==> config.mk <==
export PLATFORM = sky130hd
export DESIGN_NAME = jtdsp16_pio
export DESIGN_NICKNAME = d
export VERILOG_FILES = /design/src/rtl/jtdsp16_pio_pkg.sv /design/src/rtl/jtdsp16_pio_fifo.sv /design/src/rtl/jtdsp16_pio.sv
export SDC_FILE = /design/constraint.sdc
export NUM_CORES = 1
export LEC_CHECK = 0
export ABC_AREA = 1
export BUFFER_PORTS_ARGS = -buffer_cell sky130_fd_sc_hd__buf_2
export CAP_MARGIN = 15
export CORE_MARGIN = 4
export CORE_UTILIZATION = 25
export CTS_CLUSTER_DIAMETER = 200
export DETAILED_ROUTE_END_ITERATION = 16
export SLEW_MARGIN = 20
export SYNTH_ARGS = -nofsm -noshare
export SYNTH_HDL_FRONTEND = slang
export SYNTH_HIERARCHICAL = 1
export SYNTH_SLANG_ARGS = --single-unit
==> constraint.sdc <==
create_clock -name clk -period 2.3 [get_ports clk]
set_clock_uncertainty 0.15 [all_clocks]
set_input_delay 0.46 -clock clk [delete_from_list [all_inputs] [get_ports clk]]
set_output_delay 0.46 -clock clk [all_outputs]
set_load 0.01 [all_outputs]
==> src/rtl/jtdsp16_pio_pkg.sv <==
// Shared constants and types for the DSP16 parallel I/O bridge:
// FIFO depth default, status/control bit positions and the status word packer.
package jtdsp16_pio_pkg;

  localparam int PIO_AW = 3;
  localparam int PIO_DW = 16;

  // status word bit positions (psel=1 read)
  localparam int ST_OUT_FULL = 0;
  localparam int ST_IN_EMPTY = 1;
  localparam int ST_UDF      = 2;
  localparam int ST_OVF      = 3;

  // control word bit positions (psel=1 write)
  localparam int CTL_CLR_OVF = 0;
  localparam int CTL_CLR_UDF = 1;
  localparam int CTL_IRQ_EN  = 2;

  typedef struct packed {
    logic ovf;
    logic udf;
    logic in_empty;
    logic out_full;
  } pio_status_t;

  function automatic logic [PIO_DW-1:0] status_word(input pio_status_t s);
    logic [PIO_DW-1:0] w;
    w              = '0;
    w[ST_OVF]      = s.ovf;
    w[ST_UDF]      = s.udf;
    w[ST_IN_EMPTY] = s.in_empty;
    w[ST_OUT_FULL] = s.out_full;
    return w;
  endfunction

endpackage

==> src/rtl/jtdsp16_pio_fifo.sv <==
// Synchronous FIFO, 2^AW words. Full/empty come from AW+1-bit pointers; a push
// when full or a pop when empty is ignored, judged on the pre-edge state.
module jtdsp16_pio_fifo
  import jtdsp16_pio_pkg::*;
#(
  parameter int AW = PIO_AW,
  parameter int DW = PIO_DW
) (
  input  logic          clk,
  input  logic          rst,
  input  logic          push,
  input  logic          pop,
  input  logic [DW-1:0] din,
  output logic [DW-1:0] dout,
  output logic          full,
  output logic          empty
);

  localparam int DEPTH = 1 << AW;

  logic [AW:0]   wr_ptr_q, wr_ptr_d;
  logic [AW:0]   rd_ptr_q, rd_ptr_d;
  logic [DW-1:0] mem_q [DEPTH];
  logic          do_push, do_pop;

  assign empty = (wr_ptr_q == rd_ptr_q);
  assign full  = (wr_ptr_q[AW] != rd_ptr_q[AW]) &&
                 (wr_ptr_q[AW-1:0] == rd_ptr_q[AW-1:0]);
  assign dout  = mem_q[rd_ptr_q[AW-1:0]];

  always_comb begin
    do_push  = push & ~full;
    do_pop   = pop & ~empty;
    wr_ptr_d = wr_ptr_q + {{AW{1'b0}}, do_push};
    rd_ptr_d = rd_ptr_q + {{AW{1'b0}}, do_pop};
  end

  always_ff @(posedge clk) begin
    if (rst) begin
      wr_ptr_q <= '0;
      rd_ptr_q <= '0;
    end else begin
      wr_ptr_q <= wr_ptr_d;
      rd_ptr_q <= rd_ptr_d;
    end
  end

  // storage needs no reset: empty pointers hide stale contents
  always_ff @(posedge clk) begin
    if (do_push) mem_q[wr_ptr_q[AW-1:0]] <= din;
  end

endmodule

==> src/rtl/jtdsp16_pio.sv <==
// DSP16 parallel I/O bridge: DSP strobes push/pop two FIFOs that the host
// drains/fills through valid/ready streams, with sticky error flags and an IRQ.
module jtdsp16_pio
  import jtdsp16_pio_pkg::*;
#(
  parameter int AW = PIO_AW
) (
  input  logic        clk,
  input  logic        rst,
  input  logic        cen,
  input  logic [15:0] pbus_out,
  input  logic        pods_n,
  input  logic        pids_n,
  input  logic        psel,
  output logic [15:0] pbus_in,
  output logic        irq,
  input  logic        iack,
  output logic [15:0] hout_data,
  output logic        hout_valid,
  input  logic        hout_ready,
  input  logic [15:0] hin_data,
  input  logic        hin_valid,
  output logic        hin_ready,
  output logic        ovf,
  output logic        udf
);

  logic        pods_q, pods_d, pids_q, pids_d;
  logic        ovf_q, ovf_d, udf_q, udf_d;
  logic        irq_q, irq_d, irq_en_q, irq_en_d;
  logic        pods_end, pids_end;
  logic        out_push, out_pop, out_full, out_empty;
  logic        in_push, in_pop, in_full, in_empty;
  logic [15:0] in_head;
  pio_status_t st;

  // strobe end = rising edge of the active-low strobe, seen on cen cycles only
  assign pods_end = cen & pods_n & ~pods_q;
  assign pids_end = cen & pids_n & ~pids_q;

  assign out_push = pods_end & ~psel;
  assign out_pop  = ~out_empty & hout_ready;
  assign in_push  = hin_valid & ~in_full;
  assign in_pop   = pids_end & ~psel;

  jtdsp16_pio_fifo #(.AW(AW), .DW(16)) u_out_fifo (
    .clk   (clk),
    .rst   (rst),
    .push  (out_push),
    .pop   (out_pop),
    .din   (pbus_out),
    .dout  (hout_data),
    .full  (out_full),
    .empty (out_empty)
  );

  jtdsp16_pio_fifo #(.AW(AW), .DW(16)) u_in_fifo (
    .clk   (clk),
    .rst   (rst),
    .push  (in_push),
    .pop   (in_pop),
    .din   (hin_data),
    .dout  (in_head),
    .full  (in_full),
    .empty (in_empty)
  );

  assign hout_valid = ~out_empty;
  assign hin_ready  = ~in_full;
  assign ovf        = ovf_q;
  assign udf        = udf_q;
  assign irq        = irq_q;

  assign st = '{ovf: ovf_q, udf: udf_q, in_empty: in_empty, out_full: out_full};

  always_comb begin
    pbus_in = 16'h0000;
    if (psel)           pbus_in = status_word(st);
    else if (!in_empty) pbus_in = in_head;
  end

  always_comb begin
    pods_d   = pods_q;
    pids_d   = pids_q;
    ovf_d    = ovf_q;
    udf_d    = udf_q;
    irq_en_d = irq_en_q;
    irq_d    = irq_q;
    if (cen) begin
      pods_d = pods_n;
      pids_d = pids_n;
    end
    if (pods_end && psel) begin
      if (pbus_out[CTL_CLR_OVF]) ovf_d = 1'b0;
      if (pbus_out[CTL_CLR_UDF]) udf_d = 1'b0;
      irq_en_d = pbus_out[CTL_IRQ_EN];
    end
    if (out_push && out_full) ovf_d = 1'b1;
    if (in_pop && in_empty)   udf_d = 1'b1;
    // set follows the clear so a same-cycle set wins over iack
    if (cen && iack) irq_d = 1'b0;
    if (cen && irq_en_q && in_empty && in_push) irq_d = 1'b1;
  end

  always_ff @(posedge clk) begin
    if (rst) begin
      pods_q   <= 1'b1;
      pids_q   <= 1'b1;
      ovf_q    <= 1'b0;
      udf_q    <= 1'b0;
      irq_en_q <= 1'b0;
      irq_q    <= 1'b0;
    end else begin
      pods_q   <= pods_d;
      pids_q   <= pids_d;
      ovf_q    <= ovf_d;
      udf_q    <= udf_d;
      irq_en_q <= irq_en_d;
      irq_q    <= irq_d;
    end
  end

endmodule

==> flow_summary.json, run 1 <==
{
  "synthArstFlopShare_pct": 0,
  "drive_gt1_share_pct": 24.2,
  "grt_overflow": 0,
  "crit_family": "buffers and inverters",
  "p_clk_share_pct": 40.7,
  "die_x_um": 222,
  "synthToLayoutAreaGrowth_pct": 26.9,
  "post_dp_cell_area_um2": 12800,
  "clkTransAtPathRegs_ps": 60,
  "power_frac_comb_pct": 4.7,
  "synth_top_area_cell": "edfxtp_1",
  "rows": 78,
  "switching_share_pct": 20.9,
  "postCtsHoldBufs": 0,
  "rsz0062_at_grt": "yes",
  "finalSetupViolations": 32,
  "critPathLaunchType": "register",
  "initial_utilization_pct": 25.3,
  "worstSetupEndpointType": "output port",
  "hold_slack_ps": 34.9,
  "setup_slack_ps": -318,
  "cts_tree": "done",
  "cp_slowest_stage_delay_ps": 440,
  "synth_warnings": 6,
  "synth_seq_cells": 278,
  "worstPathArrival_ps": 2010,
  "first_iter_violations": 575,
  "period_share_pct": 114,
  "dr.pass1.iters": 5,
  "ys_types": 23,
  "crit_path_top_delay_cell": "dfxtp_4",
  "cap_violations": 0,
  "power_density_nw_per_um2": 704,
  "p_int_uw": 8120,
  "finalMaxSlewViolations": 0,
  "ys_seq_area_share_pct": 70.7,
  "synth-edff-count": 256,
  "synth_common_cells": "edfxtp_1 (256), nor2_1 (239), nand2_1 (140)",
  "cts-root-buf": "clkbuf_16",
  "pin_count": 78,
  "vias_per_cell": 4.56,
  "crit_fanout": 8,
  "synth_area_um2": 11500,
  "cts_inserted_buffers": 27,
  "fmax_ghz": 0.382,
  "grt_usage_pct": 11.6,
  "p_switching_uw": 2140,
  "drc": 0,
  "slew_headroom_pct": 72.9,
  "outcome": "finished with violations",
  "cts_buffer_depth": 3,
  "crit_chain": "buf_12 -> buf_16 -> buf_12 -> o21ai_2 -> o21ai_1 -> nand2_1 -> nand2_2 -> nand2_1 -> nor2_1 -> buf_2",
  "synthTopCellsByArea": "edfxtp_1 (67%), nor2_1 (7.8%), o21ai_0 (5.2%)",
  "path_class": "register to output port",
  "synth_nets": 1056,
  "antenna_found_initial": 6,
  "p_leak_uw": 0.00514,
  "hold_class": "input pin to register",
  "dp_hpwl_um": 15800,
  "crit_buf_inv": 4,
  "utilization_pct": 32.1,
  "num-fill-cells": 4504,
  "design_area_um2": 14600,
  "layout.nets": 1174,
  "wl_per_cell_um": 17.2,
  "vias": 7960,
  "dieHeight_um": 222,
  "grt_max_degree": 39,
  "final_hold_viol_count": 0,
  "synth_flop_cell": "edfxtp_1",
  "first_global_vias": 7626,
  "synth_cells": 1007,
  "period_minus_slack_ps": 2620,
  "io_buffers": 77,
  "ctsHtreeMaxLevel": 1,
  "peakVddDrop_mv": 0.573,
  "power.total_uw": 10300,
  "clock-sinks": 278,
  "gp_congestion": 0.773,
  "synth_top_area_share_pct": 66.9,
  "cp.required_ps": 1690,
  "core_area_um2": 45400,
  "grt_pass1_wl_um": 45200,
  "violations": "setup timing",
  "clk_latency_ps": 530,
  "syn-mean-instance-area_um2": 11.4,
  "die_area_um2": 49400,
  "pwr-share-seq_pct": 54.6,
  "max_slew.worst_pin.slew_ps": 406,
  "ant_nets": 0,
  "yosysMostFrequentCell": "edfxtp_1",
  "totalWireLength_um": 30000
}
kinds of logic (layout without fill, tap and decap cells):
kind of cell / after synthesis / count (layout) / synth area share, %
other cells: 0 / 3 / 0
xor+xnor: 6 / 6 / 0.457
compound gates: 209 / 209 / 9.33
fa+ha+maj: 8 / 8 / 0.871
flops: 278 / 278 / 70.7
simple gates: 413 / 413 / 14.0
buf+inv: 93 / 230 / 4.56
layout by cell type (no fill, tap or decap), types with 3 or more instances in the layout:
| cell | instances |
|---|---|
| buf_6 | 13 |
| nor2_2 | 28 |
| nand2_1 | 121 |
| o21ai_2 | 17 |
| dfxtp_2 | 3 |
| buf_16 | 11 |
| xnor2_1 | 5 |
| nand2_2 | 22 |
| dfxtp_4 | 4 |
| clkinv_1 | 11 |
| o21ai_0 | 56 |
| nand3_1 | 24 |
| buf_12 | 27 |
| a22o_1 | 3 |
| diode_2 | 3 |
| nor2_4 | 16 |
| edfxtp_1 | 256 |
| a21oi_1 | 8 |
| buf_4 | 24 |
| dfxtp_1 | 15 |
| o21ai_1 | 119 |
| clkbuf_16 | 28 |
| nor2_1 | 196 |
| inv_1 | 29 |
| clkbuf_1 | 7 |
| inv_2 | 3 |
| o21bai_1 | 4 |
| buf_2 | 68 |
| nand4_1 | 3 |
| ha_1 | 8 |
per-stage QoR:
stage	std cells	TNS [ps]	setup WS (ps)
after floorplan	1007	-8030	-62.7
after global placement	1673	0	159
after detailed placement	1673	0	139
after CTS	1743	-6790	-302
after global routing	1745	-10720	-451
final	1747	-6710	-318
worst paths after layout:
check	from	end	slack, ps	cells after the start
min	hin_data[4]	u_in_fifo/mem_q[1][4]$_DFFE_PP_	30	1
max reg2reg	u_in_fifo/rd_ptr_q[0]$_SDFF_PP0_	u_in_fifo/wr_ptr_q[2]$_SDFF_PP0_	210	12
min reg2reg	irq_en_q$_SDFFE_PP0P_	irq_en_q$_SDFFE_PP0P_	320	2
max	u_in_fifo/rd_ptr_q[0]$_SDFF_PP0_	pbus_in[5]	-320	10
power by group through the flow:
stage	clock, uW	sequential [uW]	combinational (uW)
final	4180	5600	478
after CTS	4270	5600	472
after detailed placement	0	5710	444
after global placement	0	5710	434
after global routing	4490	5610	531
after floorplan	0	5710	204
per-layer routing:
metal | GRT usage, % | part of all wire [%]
met1 | 15.6 | 44
met2 | 18.7 | 47
met3 | 3.04 | 6.8
met4 | 3.00 | 2.1
met5 | 0 | 0.15
sequential cells by signal (all words and copies together) (netlist names):
signal               cells
ovf                      1
u_out_fifo/mem_q       128
irq_en_q                 1
u_in_fifo/rd_ptr_q       4
pods_q                   1
u_out_fifo/wr_ptr_q      4
udf                      1
pids_q                   1
u_in_fifo/wr_ptr_q       4
irq                      1
u_out_fifo/rd_ptr_q      4
u_in_fifo/mem_q        128
what timing repair did:
item	in CTS	in global routing
gates cloned	13	1
pin swaps	39	48
setup buffers	9	3
gates resized for setup	154	61
setup endpoints to repair	33	34
cell type report:
class | count | area, um2 | area share (%)
inverters | 36 | 143 | 0.979
clock buffers | 34 | 702 | 4.82
flip-flops and latches | 278 | 8150 | 55.9
repair buffers | 146 | 1570 | 10.7
diodes | 3 | 7.51 | 0.0515
clock inverters | 14 | 114 | 0.781
multi-input cells | 636 | 3150 | 21.6
well taps | 600 | 751 | 5.15
Note: power is estimated with default switching activity, not from simulation.
==> run 2: changes to the inputs <==
--- a/config.mk
+++ b/config.mk
@@ -7,11 +7,12 @@
 export LEC_CHECK = 0
 export ABC_AREA = 1
 export BUFFER_PORTS_ARGS = -buffer_cell sky130_fd_sc_hd__buf_2
-export CAP_MARGIN = 15
+export CAP_MARGIN = 20
 export CORE_MARGIN = 4
 export CORE_UTILIZATION = 25
 export CTS_CLUSTER_DIAMETER = 200
 export DETAILED_ROUTE_END_ITERATION = 16
+export HOLD_SLACK_MARGIN = 0.05
 export SLEW_MARGIN = 20
 export SYNTH_ARGS = -nofsm -noshare
 export SYNTH_HDL_FRONTEND = slang
==> flow_summary.json, run 2 (synthesis gave the netlist of run 1 again) <==
{
  "dr.pass1.iters": 6,
  "rows": 78,
  "vias_per_cell": 4.53,
  "dieHeight_um": 222,
  "gr-usage-met3_pct": 2.75,
  "setup_slack_ps": -330,
  "cts_buffer_depth": 3,
  "vias": 8042,
  "clk_latency_ps": 540,
  "hold_class": "input pin to register",
  "grt_busiest_layer": "met2",
  "cts_inserted_buffers": 27,
  "totalWireLength_um": 30200,
  "initial_utilization_pct": 25.3,
  "dp_hpwl_um": 15800,
  "layout.nets": 1203,
  "grt_usage_pct": 11.6,
  "gp_congestion": 0.773,
  "hold_slack_ps": 64.8,
  "post_dp_cell_area_um2": 12800,
  "grt_pass1_wl_um": 45500,
  "die_area_um2": 49400,
  "first_global_vias": 7752,
  "slew_headroom_pct": 73.0,
  "cp_slowest_stage_delay_ps": 440,
  "utilization_pct": 32.7,
  "peakVddDrop_mv": 0.568,
  "first_iter_violations": 553,
  "die_x_um": 222,
  "cap_violations": 0,
  "worstPathArrival_ps": 2020,
  "ctsHtreeMaxLevel": 1,
  "cts-root-buf": "clkbuf_16",
  "period_share_pct": 114,
  "ant_nets": 0,
  "pin_count": 78,
  "grt_use_met1_pct": 15.9,
  "rsz0062_at_grt": "yes",
  "core_area_um2": 45400,
  "clkTransAtPathRegs_ps": 60,
  "finalSetupViolations": 32,
  "violations": "setup timing",
  "synthToLayoutAreaGrowth_pct": 29.2,
  "power_density_nw_per_um2": 694,
  "worstSetupEndpointType": "output port",
  "max_slew.worst_pin.slew_ps": 405,
  "outcome": "finished with violations",
  "io_buffers": 77,
  "layout_common_cells": "edfxtp_1 (256), nor2_1 (198), o21ai_1 (124)",
  "grt_overflow": 0,
  "cts_tree": "done",
  "crit_chain": "buf_12 -> buf_16 -> buf_4 -> o21ai_1 -> o21ai_1 -> nand2_1 -> nand2_2 -> nand2_1 -> nor2_1 -> buf_2",
  "fmax_ghz": 0.380,
  "drc": 0,
  "use_met2_pct": 18.7,
  "final_hold_viol_count": 0,
  "period_minus_slack_ps": 2630,
  "clock-sinks": 278,
  "cp.required_ps": 1690,
  "crit_path_top_delay_cell": "dfxtp_4",
  "final_common_cell": "edfxtp_1",
  "finalMaxSlewViolations": 0,
  "grt_max_degree": 39,
  "crit_fanout": 6,
  "drive_gt1_share_pct": 23.3,
  "antenna_found_initial": 2,
  "wl_per_cell_um": 17.0,
  "p_leak_uw": 0.00526,
  "design_area_um2": 14800,
  "critPathLaunchType": "register",
  "path_class": "register to output port"
}
run 2: changes by cell type in the layout (fill, tap and decap cells not counted):
| cell | previous run | this run |
|---|---|---|
| o21ai_2 | 17 | 13 |
| nor2_1 | 196 | 198 |
| nor2_4 | 16 | 15 |
| nor2_2 | 28 | 27 |
| o21ai_0 | 56 | 55 |
| buf_12 | 27 | 26 |
| o21ai_1 | 119 | 124 |
| diode_2 | 3 | 2 |
| clkbuf_16 | 28 | 29 |
| buf_4 | 24 | 26 |
| dlygate4sd3_1 | 0 | 27 |
run 2: timing repair:
item | in CTS | in global routing
endpoints found under the hold margin | 189 | 0
hold buffers | 27 | 0
setup endpoints to repair | 33 | 34
gates resized for setup | 154 | 55
buffers inserted | 9 | 4
pin swaps | 39 | 42
gates cloned | 13 | 2
run 2: metal layers:
metal / wire [um] / vias to the layer above / part of all wire, %
met2: 13900 / 303 / 46
met4: 685 / 0 / 2.3
li1: - / 3791 / -
met5: 0 / - / 0
met1: 13300 / 3899 / 44
met3: 2270 / 49 / 7.5
run 2: power by group:
group / internal, uW / switching [uW] / leakage, uW / total [uW]
sequential: 5580 / 22.0 / 0.00250 / 5600
clock: 2370 / 1810 / 0.000388 / 4180
combinational: 204 / 315 / 0.00238 / 519
total: 8150 / 2150 / 0.00526 / 10300
run 2: through the flow:
stage                     std cells  setup WS [ps]  setup TNS [ps]  power, uW
final                          1775           -330           -6770      10300
after global routing           1775           -450          -10880      10700
after CTS                      1770           -302           -6790      10400
after detailed placement       1673            139               0       6160
after global placement         1673            159               0       6150
after floorplan                1007          -62.7           -8030       5920
run 2: cell type report:
| type | instances | area (um2) |
|---|---|---|
| multi-input combinational | 636 | 3120 |
| fill | 4481 | 30500 |
| timing repair buffer | 175 | 1860 |
| tap | 600 | 751 |
| antenna | 2 | 5.00 |
| clock buffer | 34 | 702 |
| sequential | 278 | 8150 |
| clock inverter | 14 | 114 |
| inverter | 36 | 143 |
run 2: path summary, 6_finish.rpt:
kind	endpoint	start	slack [ps]	cells past startpoint
worst max-delay path	pbus_in[12]	u_in_fifo/rd_ptr_q[0]$_SDFF_PP0_	-330	10
worst min-delay path	pods_q$_SDFFE_PP1P_	pods_n	60	3
worst max register to register	u_in_fifo/wr_ptr_q[2]$_SDFF_PP0_	u_in_fifo/rd_ptr_q[0]$_SDFF_PP0_	210	12
worst min register to register	irq_en_q$_SDFFE_PP0P_	irq_en_q$_SDFFE_PP0P_	320	2
run 2: worst max-delay path, delay by kind of cell, from the launching register on:
kind / cells / cell delay [ps]
buffers and inverters: 4 / 510
DFF: 1 / 440
and+or+nand+nor: 4 / 330
AOI/OAI and AO/OA: 2 / 190
==> run 3: changes to the inputs <==
--- a/config.mk
+++ b/config.mk
@@ -8,8 +8,9 @@
 export ABC_AREA = 1
 export BUFFER_PORTS_ARGS = -buffer_cell sky130_fd_sc_hd__buf_2
 export CAP_MARGIN = 20
-export CORE_MARGIN = 4
+export CORE_MARGIN = 5
 export CORE_UTILIZATION = 25
+export CTS_BUF_LIST = sky130_fd_sc_hd__clkbuf_4
 export CTS_CLUSTER_DIAMETER = 200
 export DETAILED_ROUTE_END_ITERATION = 16
 export HOLD_SLACK_MARGIN = 0.05
==> flow_summary.json, run 3 (synthesis gave the netlist of run 1 again) <==
{
  "slew_headroom_pct": 71.1,
  "layout.nets": 1281,
  "rsz0062_at_grt": "yes",
  "period_minus_slack_ps": 2810,
  "finalMaxSlewViolations": 0,
  "outcome": "finished with violations",
  "period_share_pct": 122,
  "initial_utilization_pct": 25.3,
  "grt_pass1_wl_um": 47900,
  "r2r_setup_slack_ps": -90,
  "die_x_um": 224,
  "grt_overflow": 0,
  "post_dp_cell_area_um2": 12800,
  "first_global_vias": 8376,
  "hold_slack_ps": 196,
  "instances_no_fill": 1873,
  "power_frac_comb_pct": 5.7,
  "dr.pass1.iters": 5,
  "violations": "setup timing",
  "power_density_nw_per_um2": 659,
  "crit_fanout": 6,
  "power.total_uw": 10300,
  "die_area_um2": 50300,
  "switching_share_pct": 22.9,
  "ant_nets": 0,
  "io_buffers": 77,
  "vias_per_cell": 4.55,
  "cts_tree": "done",
  "grt_use_met1_pct": 16.0,
  "cp.required_ps": 1690,
  "clk_latency_ps": 730,
  "critPathLaunchType": "register",
  "hold_class": "input pin to register",
  "antenna_found_initial": 1,
  "grt_busiest_layer": "met2",
  "p_leak_uw": 0.00563,
  "use_met2_pct": 20.3,
  "cts-root-buf": "clkbuf_4",
  "place_ws_ps": 101,
  "finalSetupViolations": 213,
  "rows": 78,
  "ctsHtreeMaxLevel": 3,
  "final_hold_viol_count": 0,
  "dieHeight_um": 224,
  "gr-usage-met3_pct": 3.24,
  "p_clk_share_pct": 39.7,
  "drc": 0,
  "first_iter_violations": 693,
  "dp_hpwl_um": 15400,
  "max_slew.worst_pin.slew_ps": 433,
  "wl_per_cell_um": 17.2,
  "path_class": "register to output port",
  "placed_cells": 1668,
  "cap_violations": 0,
  "totalWireLength_um": 32300,
  "clock-sinks": 278,
  "layout_common_cells": "edfxtp_1 (256), nor2_1 (182), nand2_1 (126)",
  "cts_inserted_buffers": 71,
  "worstSetupEndpointType": "output port",
  "p_int_uw": 7910,
  "core_area_um2": 45400,
  "drive_gt1_share_pct": 30.6,
  "worstPathArrival_ps": 2200,
  "fmax_ghz": 0.355,
  "clkTransAtPathRegs_ps": 70,
  "pwr-share-seq_pct": 54.6,
  "vias": 8516,
  "gp_congestion": 0.766,
  "final_common_cell": "edfxtp_1",
  "grt_usage_pct": 12.3,
  "peakVddDrop_mv": 0.414,
  "setup_slack_ps": -515,
  "cts_buffer_depth": 3,
  "p_switching_uw": 2350,
  "design_area_um2": 15600,
  "synthToLayoutAreaGrowth_pct": 35.5,
  "grt_max_degree": 34,
  "pin_count": 78
}
## run 3: cell types whose count changed in the layout (fill, tap and decap cells not counted), moves of 7 or more
cell	before	now
o21ai_0	55	70
nor2_4	15	30
clkbuf_16	29	9
buf_6	13	22
clkbuf_4	0	99
nor2_1	198	182
dlygate4sd3_1	27	44
o21ai_1	124	102
clkbuf_1	7	0
## run 3: routing by layer
metal | up-vias | wire, um | share of wire (%)
met2 | 342 | 15600 | 48
li1 | 3994 | - | -
met4 | 0 | 644 | 2.0
met3 | 58 | 2380 | 7.4
met5 | - | 0 | 0
met1 | 4122 | 13600 | 42
## run 3: critical path, stage by stage, from the launching register on
cell and delay [ps]:
dfxtp_4 400, inv_6 110, nand2_1 60, nand2_1 70, nand2_1 80, nor2_4 140, buf_6 130, nor2_4 40
a22o_1 270, buf_2 160
## run 3: final timing paths
| path | start | endpoint | cells after the start |
|---|---|---|---|
| worst max-delay path | u_in_fifo/rd_ptr_q[0]$_SDFF_PP0_ | pbus_in[0] | 9 |
| worst min-delay path | psel | irq_en_q$_SDFFE_PP0P_ | 4 |
| worst max register to register | u_in_fifo/rd_ptr_q[0]$_SDFF_PP0_ | u_in_fifo/mem_q[7][0]$_DFFE_PP_ | 12 |
| worst min register to register | irq$_SDFFE_PP0P_ | irq$_SDFFE_PP0P_ | 2 |
## run 3: cell type report
type	count	area, um2
Tap cell	600	751
Fill cell	4420	29800
Inverter	36	155
Sequential cell	278	8150
Timing Repair Buffer	208	2380
Multi-Input combinational cell	637	3300
Antenna cell	1	2.50
Clock buffer	99	743
Clock inverter	14	88.8
## run 3: timing repair
action | 4_1_cts | 5_1_grt
endpoints found under the setup margin | 34 | 292
endpoints found under the hold margin | 274 | 0
pin swaps | 34 | 51
setup buffers | 14 | 10
gates resized for setup | 145 | 107
hold buffers | 44 | 0
gates cloned | 17 | 10
## run 3: through the flow
stage | utilization [%] | TNS, ps
finish | 34.3 | -20030
CTS | 33.1 | -15970
global route | 34.3 | -42990
global placement | 28.2 | 0
floorplan | - | -8030
detailed placement | 28.2 | 0
## run 3: power groups by stage
stage / clock [uW] / sequential, uW / combinational (uW)
after CTS: 4170 / 5600 / 535
after global routing: 4500 / 5610 / 647
after global placement: 0 / 5710 / 431
after detailed placement: 0 / 5710 / 436
final: 4070 / 5600 / 588
after floorplan: 0 / 5710 / 204
